**config.mk**
```make
export PLATFORM = sky130hd
export DESIGN_NAME = time_update_datapath
export DESIGN_NICKNAME = d
export VERILOG_FILES = /design/src/rtl/time_pkg.sv /design/src/rtl/wrap_incr.sv /design/src/rtl/time_update_datapath.sv
export SDC_FILE = /design/constraint.sdc
export NUM_CORES = 1
export LEC_CHECK = 0
export ABC_AREA = 1
export CAP_MARGIN = 20
export CORE_ASPECT_RATIO = 0.8
export CORE_UTILIZATION = 39
export DETAILED_ROUTE_END_ITERATION = 8
export GPL_ROUTABILITY_DRIVEN = 0
export SETUP_SLACK_MARGIN = 0.2
export SYNTH_ARGS = -nofsm -noshare
export SYNTH_HDL_FRONTEND = slang
export SYNTH_HIERARCHICAL = 1
export SYNTH_SLANG_ARGS = --single-unit
```
**constraint.sdc**
```tcl
create_clock -name clk -period 2.9 [get_ports clk]
set_input_delay 0.58 -clock clk [delete_from_list [all_inputs] [get_ports clk]]
set_output_delay 0.58 -clock clk [all_outputs]
set_load 0.005 [all_outputs]
```
**src/rtl/time_pkg.sv**
```systemverilog
// rtl/time_pkg.sv - field codes, wrap limits and widths for the time-update datapath
package time_pkg;

    localparam int W_AB  = 6;
    localparam int W_SEC = 6;
    localparam int W_MIN = 6;
    localparam int W_HR  = 5;

    localparam logic [W_AB-1:0] SEC_MAX = 6'd59;
    localparam logic [W_AB-1:0] MIN_MAX = 6'd59;
    localparam logic [W_AB-1:0] HR_MAX  = 6'd23;

    typedef enum logic [1:0] {
        F_SEC  = 2'd0,
        F_MIN  = 2'd1,
        F_HR   = 2'd2,
        F_NONE = 2'd3
    } field_e;

    // Last legal value of a field; the "none" selector maps to zero.
    function automatic logic [W_AB-1:0] field_limit(input logic [1:0] f);
        logic [W_AB-1:0] lim;
        case (f)
            F_SEC:   lim = SEC_MAX;
            F_MIN:   lim = MIN_MAX;
            F_HR:    lim = HR_MAX;
            default: lim = '0;
        endcase
        return lim;
    endfunction

endpackage

```
**src/rtl/wrap_incr.sv**
```systemverilog
// rtl/wrap_incr.sv - increment with wrap to zero once the value reaches its limit
module wrap_incr
    import time_pkg::*;
(
    input  logic [W_AB-1:0] value_i,
    input  logic [W_AB-1:0] limit_i,
    output logic [W_AB-1:0] next_o,
    output logic            wrap_o
);

    // Equality (not >=) is the wrap condition, matching the controller's A==B test.
    always_comb begin
        wrap_o = (value_i == limit_i);
        next_o = wrap_o ? '0 : value_i + 6'd1;
    end

endmodule

```
**src/rtl/time_update_datapath.sv**
```systemverilog
// rtl/time_update_datapath.sv - hh:mm:ss register file driven by the time-update controller strobes
module time_update_datapath
    import time_pkg::*;
(
    input  logic             clk,
    input  logic             reset,
    input  logic [1:0]       s,
    input  logic             Kc,
    input  logic             La,
    input  logic             Lb,
    input  logic             Ea,
    input  logic             Lr,
    input  logic             Er,
    input  logic             set_valid,
    input  logic [1:0]       set_field,
    input  logic [5:0]       set_value,
    output logic             set_ready,
    output logic             u,
    output logic             busy,
    output logic             day_tick,
    output logic [W_HR-1:0]  hh,
    output logic [W_MIN-1:0] mm,
    output logic [W_SEC-1:0] ss,
    output logic [W_HR-1:0]  disp_hh,
    output logic [W_MIN-1:0] disp_mm,
    output logic [W_SEC-1:0] disp_ss
);

    logic [W_AB-1:0]  a_q, a_d;
    logic [W_AB-1:0]  b_q, b_d;
    logic             c_q, c_d;
    logic             busy_q, busy_d;
    logic             day_tick_q, day_tick_d;
    logic [W_HR-1:0]  hh_q, hh_d;
    logic [W_MIN-1:0] mm_q, mm_d;
    logic [W_SEC-1:0] ss_q, ss_d;
    logic [W_HR-1:0]  disp_hh_q;
    logic [W_MIN-1:0] disp_mm_q;
    logic [W_SEC-1:0] disp_ss_q;

    logic [W_AB-1:0]  field_cur;
    logic [W_AB-1:0]  limit_cur;
    logic [W_AB-1:0]  inc_next;
    logic             inc_wrap;
    logic             set_accept;
    logic [W_AB-1:0]  set_limit;
    logic [W_AB-1:0]  set_sat;

    wrap_incr u_wrap_incr (
        .value_i (a_q),
        .limit_i (b_q),
        .next_o  (inc_next),
        .wrap_o  (inc_wrap)
    );

    // Read port of the field register file, zero-extended to the A/B width.
    always_comb begin
        case (s)
            F_SEC:   field_cur = ss_q;
            F_MIN:   field_cur = mm_q;
            F_HR:    field_cur = {1'b0, hh_q};
            default: field_cur = '0;
        endcase
        limit_cur = field_limit(s);
    end

    // A/B/C next state: La beats Ea on A, and a suppressed Ea leaves C alone; Ea beats Kc on C.
    always_comb begin
        a_d = a_q;
        c_d = c_q;
        if (La) begin
            a_d = field_cur;
        end else if (Ea) begin
            a_d = inc_next;
        end
        if (Ea && !La) begin
            c_d = inc_wrap;
        end else if (Kc) begin
            c_d = 1'b0;
        end
        b_d = Lb ? limit_cur : b_q;
    end

    // Sequence status: the hours write always ends the sequence, a lower field ends it when no carry.
    always_comb begin
        busy_d = busy_q;
        if (Kc) begin
            busy_d = 1'b1;
        end else if (Lr && (!c_d || s == F_HR)) begin
            busy_d = 1'b0;
        end
        day_tick_d = Lr && (s == F_HR) && c_d;
    end

    // Set handshake only while idle; over-range values clamp to the field limit.
    always_comb begin
        set_accept = set_valid && set_ready;
        set_limit  = field_limit(set_field);
        set_sat    = (set_value > set_limit) ? set_limit : set_value;
    end

    // Field write port: a set write first, then Lr (the controller never overlaps them on one field).
    always_comb begin
        ss_d = ss_q;
        mm_d = mm_q;
        hh_d = hh_q;
        if (set_accept) begin
            case (set_field)
                F_SEC:   ss_d = set_sat;
                F_MIN:   mm_d = set_sat;
                F_HR:    hh_d = set_sat[W_HR-1:0];
                default: ;
            endcase
        end
        if (Lr) begin
            case (s)
                F_SEC:   ss_d = a_d;
                F_MIN:   mm_d = a_d;
                F_HR:    hh_d = a_d[W_HR-1:0];
                default: ;
            endcase
        end
    end

    // State registers; Er captures the pre-edge time so a same-cycle Lr shows up at the next Er.
    always_ff @(posedge clk) begin
        if (reset) begin
            a_q        <= '0;
            b_q        <= '0;
            c_q        <= 1'b0;
            busy_q     <= 1'b0;
            day_tick_q <= 1'b0;
            hh_q       <= '0;
            mm_q       <= '0;
            ss_q       <= '0;
            disp_hh_q  <= '0;
            disp_mm_q  <= '0;
            disp_ss_q  <= '0;
        end else begin
            a_q        <= a_d;
            b_q        <= b_d;
            c_q        <= c_d;
            busy_q     <= busy_d;
            day_tick_q <= day_tick_d;
            hh_q       <= hh_d;
            mm_q       <= mm_d;
            ss_q       <= ss_d;
            if (Er) begin
                disp_hh_q <= hh_q;
                disp_mm_q <= mm_q;
                disp_ss_q <= ss_q;
            end
        end
    end

    assign set_ready = !busy_q && !Kc;
    assign u         = c_q;
    assign busy      = busy_q;
    assign day_tick  = day_tick_q;
    assign hh        = hh_q;
    assign mm        = mm_q;
    assign ss        = ss_q;
    assign disp_hh   = disp_hh_q;
    assign disp_mm   = disp_mm_q;
    assign disp_ss   = disp_ss_q;

endmodule

```
Word-level counts from Yosys, hierarchy flattened. Cells that the tools add are included.

Bits in registers: 49. Input bits: 19. Output and inout port bits: 38. Logic and storage cells: 57.

$add $sub $neg: 1. Order comparisons: 1. Equality and inequality tests: 5. Mux-type cells: 23. Reduce and logical (&&, ||, !) cells: 16.

Operator list (number): two-way mux 6 bit (12); case mux 6 bit (2 select lines) (2); two-way mux 5 bit (4); case mux 6 bit (3 select lines) (1); adder 6 x 1 -> 6 bit (second input constant) (1); == test 6 bit (1); > comparator 6 bit (1); logical AND 1 bit (6); == test 2 x 1 -> 1 bit (second input constant) (2); == test 2 bit (second input constant) (2); logical NOT 1 bit (4); logical NOT 2 bit (2); two-way mux 1 bit (4); OR reduction 2 bit (2); nonzero test 2 bit (1); logical OR 1 bit (1).

Logic depth before layout (Yosys ltp).
Depth in word-level cells: 9. Mapped depth: 13. Depth with buffers taken out: 13.

Hierarchy. Netlist, hierarchy kept.

By module, submodules not included: time_update_datapath (instances 1, cells each 315, area an instance 2244.7 um^2, seq. area each 920.9 um^2); wrap_incr (instances 1, cells each 59, area an instance 275.3 um^2, seq. area each 0.0 um^2).

Least setup slack after synthesis. No wires, ideal clock.

Path kind: input to register. Start: input port set_field[1]. End: register mm_q[4] (netlist: mm[4]). Setup time: 0.118 ns. Arrival time: 1.706 ns. Required time: 2.782 ns. Path slack: 1.076 ns. Cell stages on the path: 13. Path buffers: 0. Cells stage by stage: inv_1 nor2_1 inv_1 ha_1 nand2_1 nor2_1 nand2_1 nand3_1 nand2_1 nand2_1 nand2_1 nand2_1 a21oi_2.

Word-level cells in the longest chain between the ends: 9. Elaborated cells on any way between the ends: 11. Those cells by class: order compare: 1; eq/ne: 2; mux: 6; reduce/logical: 2.

Ends and longest elaborated chain: from (decl) (RTL line time_update_datapath.sv:15) `input logic [1:0] set_field,`; == test 2 x 1 -> 1 bit or logical NOT 2 bit (tied branches) (RTL line time_pkg.sv:23, time_update_datapath.sv:108); OR reduction 2 bit (no source line); case mux 6 bit (2 select lines) (RTL line time_pkg.sv:23) `case (f)`; > comparator 6 bit (RTL line time_update_datapath.sv:99) `set_sat = (set_value > set_limit) ? set_limit : set_value;`; two-way mux 6 bit (RTL line time_update_datapath.sv:99); two-way mux 6 bit * (RTL line time_update_datapath.sv:108) `case (set_field)`; two-way mux 6 bit * (RTL line time_update_datapath.sv:107) `if (set_accept) begin`; two-way mux 6 bit (RTL line time_update_datapath.sv:116) `case (s)`; two-way mux 6 bit * (RTL line time_update_datapath.sv:115) `if (Lr) begin`; to (signal assigned) (RTL line time_update_datapath.sv:146) `mm_q <= mm_d;`; to (decl) (RTL line time_update_datapath.sv:35) `logic [W_MIN-1:0] mm_q, mm_d;`.

Every way passes the cells marked *; elsewhere a longest branch is shown, timed or not. A chain may end at the register's enable or synchronous reset.

Worst setup path after layout.
Start: input port set_field[1]. End: register hh_q[3] (netlist: hh[3]).

Word-level cells in the longest chain between the ends: 9. Elaborated cells on any way between the ends: 11. Those cells by class: order compare: 1; eq/ne: 2; mux: 6; reduce/logical: 2.

Ends and longest elaborated chain: == test 2 x 1 -> 1 bit or logical NOT 2 bit (tied branches) (RTL line time_pkg.sv:23); OR reduction 2 bit (no source line); case mux 6 bit (2 select lines) (RTL line time_pkg.sv:23); > comparator 6 bit (RTL line time_update_datapath.sv:99); two-way mux 6 bit (RTL line time_update_datapath.sv:99); two-way mux 5 bit * (RTL line time_update_datapath.sv:108); two-way mux 5 bit * (RTL line time_update_datapath.sv:107); two-way mux 5 bit (RTL line time_update_datapath.sv:116); two-way mux 5 bit * (RTL line time_update_datapath.sv:115); to (signal assigned) (RTL line time_update_datapath.sv:145) `hh_q <= hh_d;`; to (decl) (RTL line time_update_datapath.sv:34) `logic [W_HR-1:0] hh_q, hh_d;`.

Marks and branches as above.

==> metrics.yaml <==
timing.max_cap.violations: 0
vertical_die_dimension_um: 73.9
finalClockSkew_ps: 10.1
total_leakage_power_nw: 1.44
io_pins: 57
placement.setup.worst_slack_ps: 229
cts_htree_levels: 2
timing_hold_violations_final: 0
route.antenna.remaining_nets: 0
crit_path_max_fanout: 6
post-route-util_pct: 53.6
top_layer_used: "met4"
syn_avg_cell_area_um2: 6.74
place_hpwl_um: 5190
final_net_count: 456
postLayoutSetupSlackWorst_ps: 520
worst-endpoint-required_ps: 3100
detail_route.wirelength_um: 6770
synth.ff_latch_count: 46
timing_worst_slew_pin_value_ps: 463
met3_length_um: 520
num_vias: 2538
groute.usage.overall_pct: 20.8
finalWorstPathRequiredPeriod_ps: 2380
grt_setup_unrepaired: "no"
floorplan.die.width_um: 91.9
detailedRoute.firstPassIterationCount: 4
cts_tree: "done"
drt_iter0_markers: 171
clk_latency_ps: 310
wl_met1_um: 3470
ctsResizeCount: 0
vdd.ir_drop.worst_mv: 0.242
initial_core_util_pct: 41.5
cts_buffers: 5
pwr_density_cell_mw_per_mm2: 440
synthMostInstantiatedCell: "sky130_fd_sc_hd__nand2_1"
synthFlopType: "sky130_fd_sc_hd__dfxtp_1"
synth-edff-count: 0
synth_top_area_cells: "sky130_fd_sc_hd__dfxtp_1 37%, sky130_fd_sc_hd__nand2_1 13%, sky130_fd_sc_hd__a21oi_1 8.1%"
vias_per_cell: 4.96
io_buffers: 56
synthArstFlopShare_pct: 0
finalSetupViolCount: 0
core_area_mm2: 0.00607
timing_worst_setup_path_type: "input pin to flop"
max-slew-margin-rel_pct: 68.9
total_power_after_layout_mw: 1.43
synth_common_cells: "86 x sky130_fd_sc_hd__nand2_1, 46 x sky130_fd_sc_hd__dfxtp_1, 45 x sky130_fd_sc_hd__nor2_1"
highest_achievable_clock_rate_ghz: 0.420
antenna_cells: 0
syn-cell-area_mm2: 0.00252
cts.sinks: 46
wire_per_inst_um: 13.2
area_delta_synth_final_pct: 29.1
syn_inst: 374
holdCritPathClass: "flop to flop"
synth.lib_cells_used.distinct: 27
post_cts_buffers: 0
path_clk_slew_ps: 90
first_global_vias: 2250
ys_warns: 6
clockBufferDepth: 2
synth_seq_area_share_pct: 36.5
outcome: "complete, no violations"
post_route_drc: 0
yosysTopAreaCellShare_pct: 36.5
synthesis.nets: 400
hold-worst-slack_ps: 503
ctsRootBufferMaster: "sky130_fd_sc_hd__clkbuf_8"
cp.arrival_ps: 2580
synth_largest_area_cell: "sky130_fd_sc_hd__dfxtp_1"
min_period_over_period_pct: 82.1
die_area_mm2: 0.00679
start_kind: "input pin"
grt_max_degree: 38
placement_row_count: 25
leftover_overflow_at_the_end_of_global_routing: 0
antenna_found_initial: 0
route.met2.wl_um: 2740
finalMaxSlewViolations: 0
category_of_the_worst_setup_path_capture_point: "flop"
totalNegativeSetupSlack_ps: 0
grt_pass1_wl_um: 11000
post_cts_hold_buffer_count: 0
post_route_cells_drive_above_1_share_pct: 12.1
## sequential cells by signal (all words and copies together), names as in the netlist
signal and cells:
a_q 6, b_q 3, busy 1, day_tick 1, disp_hh 5, disp_mm 6
disp_ss 6, hh 5, mm 6, ss 6, u 1
## critical path, stage by stage
cell,delay [ps]
sky130_fd_sc_hd__clkdlybuf4s50_1,520
sky130_fd_sc_hd__inv_1,100
sky130_fd_sc_hd__nor2_1,90
sky130_fd_sc_hd__inv_1,70
sky130_fd_sc_hd__ha_1,270
sky130_fd_sc_hd__nand2_1,50
sky130_fd_sc_hd__nor2_1,150
sky130_fd_sc_hd__nand2_1,80
sky130_fd_sc_hd__nand3_1,140
sky130_fd_sc_hd__nand2_1,160
sky130_fd_sc_hd__nand2_1,90
sky130_fd_sc_hd__nand2_1,120
sky130_fd_sc_hd__nand2_1,100
sky130_fd_sc_hd__a21oi_1,60
## worst paths after layout
kind | startpoint | endpoint | slack (ps) | cells after the start
worst max register to register | b_q[4] | ss[4] | 1170 | 11
worst min-delay path | disp_ss[0] | disp_ss[0] | 500 | 2
worst max-delay path | set_field[1] | hh[3] | 520 | 14
worst min register to register | disp_ss[0] | disp_ss[0] | 500 | 2
## cell type report
cell class,instances,area (um2)
Multi-Input combinational cell,273,1390
Inverter,46,173
Timing Repair Buffer,58,576
Clock inverter,3,23.8
Fill cell,627,2820
Tap cell,81,101
Sequential cell,46,921
Clock buffer,5,68.8
## layer usage
metal  track usage [%]  vias up
met5                 0        -
met4              3.65        0
met3              4.24        6
met2              30.1       82
met1              31.7     1139
li1                  -     1311
## cells in the final DEF, fill, tap and decap left out, types with 7 or more instances in the layout
cell / count
sky130_fd_sc_hd__nand2_1: 86
sky130_fd_sc_hd__clkdlybuf4s50_1: 56
sky130_fd_sc_hd__dfxtp_1: 46
sky130_fd_sc_hd__nor2_1: 45
sky130_fd_sc_hd__a21oi_1: 41
sky130_fd_sc_hd__inv_1: 37
sky130_fd_sc_hd__o21ai_0: 23
sky130_fd_sc_hd__o21ai_1: 16
sky130_fd_sc_hd__nand2_2: 11
sky130_fd_sc_hd__nand3_1: 9
sky130_fd_sc_hd__inv_2: 8
sky130_fd_sc_hd__ha_1: 7
## cells by family (layout without fill, tap and decap cells)
logic type	after synthesis	count (layout)	share of synthesized area [%]
adder cells (fa/ha/maj)	7	7	3.48
AO/OA/AOI/OAI	90	90	18.9
flip-flops	46	46	36.5
AND/OR/NAND/NOR	173	173	31.7
XOR/XNOR	3	3	1.04
buffers and inverters	55	112	8.29
## where the power goes
| group | internal (mW) | switching, mW |
|---|---|---|
| clock network | 0.172 | 0.231 |
| logic | 0.149 | 0.170 |
| registers | 0.670 | 0.0400 |
| total | 0.991 | 0.441 |
## stage by stage
stage | cell area (um2) | instances
3_5_place_dp | 3160 | 504
6_report | 3250 | 512
2_1_floorplan | 2520 | 374
4_1_cts | 3250 | 512
5_1_grt | 3250 | 512
3_3_place_gp | 3160 | 504
(Power assumes the default switching activity.)
